$ cat src/rtl/input_pre_data_module.sv
// -----------------------------------------------------------------------------
// input_pre_data_module
//
// Front-end row assembler for the PE array. Incoming bytes are collected into
// a write bank, framed by optional left/right pad slots, and a finished row is
// transferred into the parallel_data output register. The output register
// acts as the read bank: it holds the previous row while the write bank fills.
// PEclk is a one-cycle strobe marking each new parallel_data value.
//
// Ports:
//   dout_clk           in   1        clock, rising edge
//   rst_n              in   1        asynchronous active-low reset
//   en                 in   1        global enable; 0 freezes all state
//   i_data_din         in   DATA_W   input byte
//   i_data_din_vld     in   1        input byte valid
//   input_padding      in   8        [7] left pad, [0] right pad, rest ignored
//   i_switch_pingpong  in   1        flush a partial row to the output
//   PEclk              out  1        one-cycle "new row" strobe
//   parallel_data      out  [0:DATA_W*ROW_SLOTS-1]
//                                    slot k = parallel_data[DATA_W*k +: DATA_W]
//
// Build option:
//   PAD_REPLICATE_EN   when defined, pad slots repeat the nearest edge data
//                      byte instead of carrying 0x00.
// -----------------------------------------------------------------------------
module input_pre_data_module #(
  parameter int DATA_W    = 8,
  parameter int ROW_SLOTS = 34
) (
  input  logic                            dout_clk,
  input  logic                            rst_n,
  input  logic                            en,
  input  logic [DATA_W-1:0]               i_data_din,
  input  logic                            i_data_din_vld,
  input  logic [7:0]                      input_padding,
  input  logic                            i_switch_pingpong,
  output logic                            PEclk,
  output logic [0:DATA_W*ROW_SLOTS-1]     parallel_data
);

  localparam int PTR_W = $clog2(ROW_SLOTS + 1);

  logic [DATA_W-1:0]           bank [ROW_SLOTS];
  logic [DATA_W-1:0]           merged [ROW_SLOTS];
  logic [PTR_W-1:0]            ptr;
  logic                        lat_l;
  logic                        lat_r;
  logic                        wr;
  logic                        row_l;
  logic                        row_r;
  logic [PTR_W-1:0]            row_len;
  logic [PTR_W-1:0]            wr_slot;
  logic                        done;
  logic                        flush;
  logic                        load;
  logic [DATA_W-1:0]           left_pad;
  logic [DATA_W-1:0]           right_pad;
  logic [0:DATA_W*ROW_SLOTS-1] next_data;
  logic                        unused_pad_bits;

  assign unused_pad_bits = ^input_padding[6:1];

  // The pad selection of a row is taken from the live input on its first byte
  // and from the latched copy for every later byte, so mid-row changes only
  // affect the following row.
  assign wr      = en & i_data_din_vld;
  assign row_l   = (ptr == '0) ? input_padding[7] : lat_l;
  assign row_r   = (ptr == '0) ? input_padding[0] : lat_r;
  assign row_len = PTR_W'(ROW_SLOTS) - PTR_W'(row_l) - PTR_W'(row_r);
  assign wr_slot = ptr + PTR_W'(row_l);

  // A flush with a coincident byte counts as a single load: the byte is merged
  // into the row that gets flushed. A flush with nothing written is dropped.
  assign done  = wr && (ptr == row_len - PTR_W'(1));
  assign flush = en & i_switch_pingpong & ((ptr != '0) | wr);
  assign load  = done | flush;

`ifdef PAD_REPLICATE_EN
  logic [PTR_W-1:0] last_slot;
  assign last_slot = wr_slot - PTR_W'(1);
`endif

  // Build the row that would be presented if this edge loads the output:
  // the stored bank with the incoming byte already merged in, then pads.
  // Unwritten slots of the bank are zero because the bank is cleared on load.
  always_comb begin
    for (int k = 0; k < ROW_SLOTS; k++) begin
      merged[k] = bank[k];
      if (wr && (wr_slot == PTR_W'(k))) begin
        merged[k] = i_data_din;
      end
    end
    left_pad  = '0;
    right_pad = '0;
`ifdef PAD_REPLICATE_EN
    left_pad = merged[1];
    if (wr) begin
      right_pad = i_data_din;
    end else if (ptr != '0) begin
      right_pad = bank[last_slot];
    end
`endif
    next_data = '0;
    for (int k = 0; k < ROW_SLOTS; k++) begin
      next_data[DATA_W*k +: DATA_W] = merged[k];
    end
    if (row_l) begin
      next_data[0 +: DATA_W] = left_pad;
    end
    if (row_r) begin
      next_data[DATA_W*(ROW_SLOTS-1) +: DATA_W] = right_pad;
    end
  end

  // Write bank, pointer, pad latch and output register. On a load the row is
  // copied out and the bank is emptied on the same edge, so a byte arriving
  // on the very next edge already lands in the new row.
  always_ff @(posedge dout_clk or negedge rst_n) begin
    if (!rst_n) begin
      for (int k = 0; k < ROW_SLOTS; k++) begin
        bank[k] <= '0;
      end
      ptr           <= '0;
      lat_l         <= 1'b0;
      lat_r         <= 1'b0;
      PEclk         <= 1'b0;
      parallel_data <= '0;
    end else begin
      PEclk <= 1'b0;
      if (en) begin
        if (load) begin
          parallel_data <= next_data;
          PEclk         <= 1'b1;
          ptr           <= '0;
          for (int k = 0; k < ROW_SLOTS; k++) begin
            bank[k] <= '0;
          end
        end else if (wr) begin
          bank[wr_slot] <= i_data_din;
          ptr           <= ptr + PTR_W'(1);
        end
        if (wr && (ptr == '0)) begin
          lat_l <= input_padding[7];
          lat_r <= input_padding[0];
        end
      end
    end
  end

endmodule

$ cat config.mk
export PLATFORM = sky130hd
export DESIGN_NAME = input_pre_data_module
export DESIGN_NICKNAME = d
export VERILOG_FILES = /design/src/rtl/input_pre_data_module.sv
export SDC_FILE = /design/constraint.sdc
export NUM_CORES = 1
export LEC_CHECK = 0
export CORE_MARGIN = 4
export CORE_UTILIZATION = 46
export CTS_CLUSTER_DIAMETER = 150
export CTS_CLUSTER_SIZE = 24
export DETAILED_ROUTE_END_ITERATION = 8
export GPL_ROUTABILITY_DRIVEN = 0
export PLACE_DENSITY = 0.68
export SYNTH_ARGS = -nofsm -noshare
export SYNTH_HDL_FRONTEND = slang
export SYNTH_SLANG_ARGS = --single-unit
$ cat constraint.sdc
create_clock -name dout_clk -period 4.8 [get_ports dout_clk]
set_input_delay 0.48 -clock dout_clk [delete_from_list [all_inputs] [get_ports dout_clk]]
set_output_delay 0.48 -clock dout_clk [all_outputs]
set_load 0.03 [all_outputs]
==> impl_results.md <==
- Status: complete, no violations
- Startpoint Class: flip-flop
- Sequential area share after synthesis: 59.4%
- Area Growth Syn to Fin: 18.1%
- Req. time, crit path: between 5000 and 6000 ps
- Clock Path Buffers: 3
- Max-slew violation count: 0
- Fin worst setup slack: 320 ps
- Maximum clock frequency: 223 MHz
- Initial antenna violation count: 2
- Post_cts resized: 0
- Met3 Usage GRT: 4.26%
- Clk root buf: clkbuf_16
- DIE HEIGHT: between 200 and 250 um
- Worst Path Max Fanout: 16
- Die area: 54300 um2
- Initial Util: a little under half
- Fin crit share: 93.3%
- Via density: 5.75
- Largest net degree at the start of global routing: 118
- Leading area contributor after synthesis: dfrtp_1
- Minimum clock period after layout: 4480 ps
- Die Span X: 233 um
- Layout Utilization: 54.9%
- RSZ-0062 raised after global routing: no
- Met2 Use GR: 38.4%
- Number of global-route vias before repair: 17500
- Pwr Density: about 570 nW/um2
- Design Area, Final: 27500 um2
- Setup TNS: 0 ps
- Clk slew on worst S/H paths: 100 ps
- Wire length per cell: around 22 um
- Placed inst area: 26800 um2
- Final-report hold violation count: 0
- Total grt overflow: 0
- Number of port buffers: 287
- Slew Limit Headroom: 27.8%
- P_leak: 13.0 nW
- Synth area leaders: dfrtp_1 (59%), mux2i_1 (9.0%), nor2_1 (6.2%)
- Layout cells sized above 1: between 6 and 7%
- Post-Syn Nets: 2228
- GRT Max-Usage Layer: met2
- Ys async rst share: 100%
- Most common flop cell mapped by yosys: dfrtp_1
- CTS sink count: 553
- CTS tree: built
- Crit path capture type: flip-flop
- # placed instances: just over 3000
- Later-pin clock latency in the skew report: 590 ps
- Total wire length: around 67000 um
- Final setup vio count: 0
- Met1 Resource Use GR: 34.8%
- Min-Delay Path Class: input pin to flip-flop
- DRT iter0 DRCs: 1985
- Max-cap violation count: 0
- Fin cells: a little over 3000
- Placement Setup Slack: roughly 360 ps
- CTS H-Tree Depth: 1
- Post-Syn Area: 23300 um2
- Commonest cells in the netlist: dfrtp_1 (553), nor2_1 (382), a21oi_1 (254), mux2i_1 (210), nand2_1 (210)
- EDFF count, synth: 0
- First-pass GRT wire length: 103000 um
- Post-synth cell types: between 60 and 70
- Number of synthesized register bits: 553
- Vias: roughly 18000
- Final nets: between 2000 and 2500
- Worst path arrival time: 4960 ps
- Fillers: 4436
- Share of the synthesized area in the top cell type: 59.4%
- Overall Global Routing Usage: between 20% and 30%
- Antenna-violating nets left: 0
- Core area: 50100 um2
- First-pass DRT Iterations: 7
- Clk_skew: ~43 ps
- Critical path class: flip-flop to flip-flop
- Slew @ Worst Pin: 1080 ps
- Row cnt: a little over 80
- CTS buffer count: 27
- Most common cell in the netlist: dfrtp_1
- Mapped Cells: 2201
- Number of remaining DRC errors: 0
- Worst vdd ir: 348 uV
- Average size of a mapped cell: 10.6 um2
- Final HPWL DP: 43400 um
- I/O pin total: 294
- Total number of yosys warnings: 0
[logic make-up after synthesis]
logic type	Yosys count	share of synthesized area, %
and+or+nand+nor	704	13.0
DFF	553	59.4
AOI/OAI and AO/OA	524	13.8
muxes	214	9.21
buffers and inverters	192	3.91
xor gates and xnor gates	8	0.301
adders and majority gates	6	0.322
[metrics by stage]
| step | hold slack, ps | total power [mW] |
|---|---|---|
| 2_1_floorplan | 184 | 10.3 |
| 3_3_place_gp | 465 | 13.1 |
| 3_5_place_dp | 470 | 13.3 |
| 4_1_cts | 238 | 15.8 |
| 5_1_grt | 278 | 16.4 |
| 6_report | 258 | 15.7 |
[state kept, by name, summed over array words and instances, names as in the netlist]
| signal | flops |
|---|---|
| parallel_data | 272 |
| bank | 272 |
| lat_r | 1 |
| PEclk | 1 |
| lat_l | 1 |
| ptr | 6 |
[critical path: stages (launching register included)]
cell and delay [ps]:
dfrtp_1 530, inv_1 170, ha_1 210, nor4b_1 490, mux2_2 320, ha_1 310, nand2_1 190, o21ai_0 250
buf_4 220, and2_1 410, nand4_1 720, o32ai_1 540
[path summary, 6_finish.rpt]
kind                                          startpoint                             to  slack (ps)  depth (start not counted)
max                                   ptr[1]$_DFFE_PN0P_          bank[156]$_DFFE_PN0P_         320                         11
min                                        i_data_din[1]            bank[9]$_DFFE_PN0P_         260                          3
max reg2reg                           ptr[1]$_DFFE_PN0P_          bank[156]$_DFFE_PN0P_         320                         11
min reg2reg                parallel_data[70]$_DFFE_PN0P_  parallel_data[70]$_DFFE_PN0P_         480                          2
max in group asynchronous                          rst_n           bank[68]$_DFFE_PN0P_        3010                          3
min in group asynchronous                          rst_n  parallel_data[66]$_DFFE_PN0P_         550                          2
[power by group]
| group | switching (mW) | leakage, nW | internal (mW) |
|---|---|---|---|
| Sequential | 0.807 | 7.23 | 5.75 |
| Combinational | 4.09 | 5.45 | 2.53 |
| Clock | 1.47 | 0.345 | 1.02 |
[routing by layer]
metal | part of all wire, % | up-vias | wire (um)
met5 | 0 | - | 0
met4 | 2.9 | 0 | 1930
met3 | 6.6 | 112 | 4390
met2 | 47 | 645 | 31200
met1 | 44 | 8871 | 29300
li1 | - | 8060 | -
[repair_timing]
action	in CTS	in global routing
buffers inserted	0	1
setup endpoints to repair	0	1
hold endpoints to repair	13	0
hold buffers	1	0
[layout by cell type, fill, tap and decap left out, drive strengths merged, types with 4 or more instances in the layout]
| master | instances |
|---|---|
| nor3 | 9 |
| nor2b | 10 |
| o21ai | 73 |
| nand3 | 27 |
| a21oi | 256 |
| nor4 | 4 |
| mux2 | 4 |
| o32ai | 32 |
| and2 | 7 |
| a31oi | 63 |
| nor2 | 383 |
| clkdlybuf4s50 | 278 |
| a32oi | 31 |
| and4 | 5 |
| nand2 | 210 |
| ha | 6 |
| xnor2 | 5 |
| o211ai | 13 |
| o22ai | 39 |
| nand4 | 17 |
| mux2i | 210 |
| clkbuf | 28 |
| dfrtp | 553 |
| buf | 77 |
| or4bb | 7 |
| inv | 6 |
[layout make-up]
class / instances / area, um2 / share of cell area, %
Sequential cell: 553 / 13800 / 50.3
Clock buffer: 28 / 679 / 2.47
Multi-Input combinational cell: 1456 / 8560 / 31.1
Inverter: 6 / 30.0 / 0.109
Tap cell: 672 / 841 / 3.06
Timing Repair Buffer: 356 / 3520 / 12.8
Clock inverter: 1 / 30.0 / 0.109
Antenna cell: 2 / 5.00 / 0.0182
(Power assumes the default switching activity.)
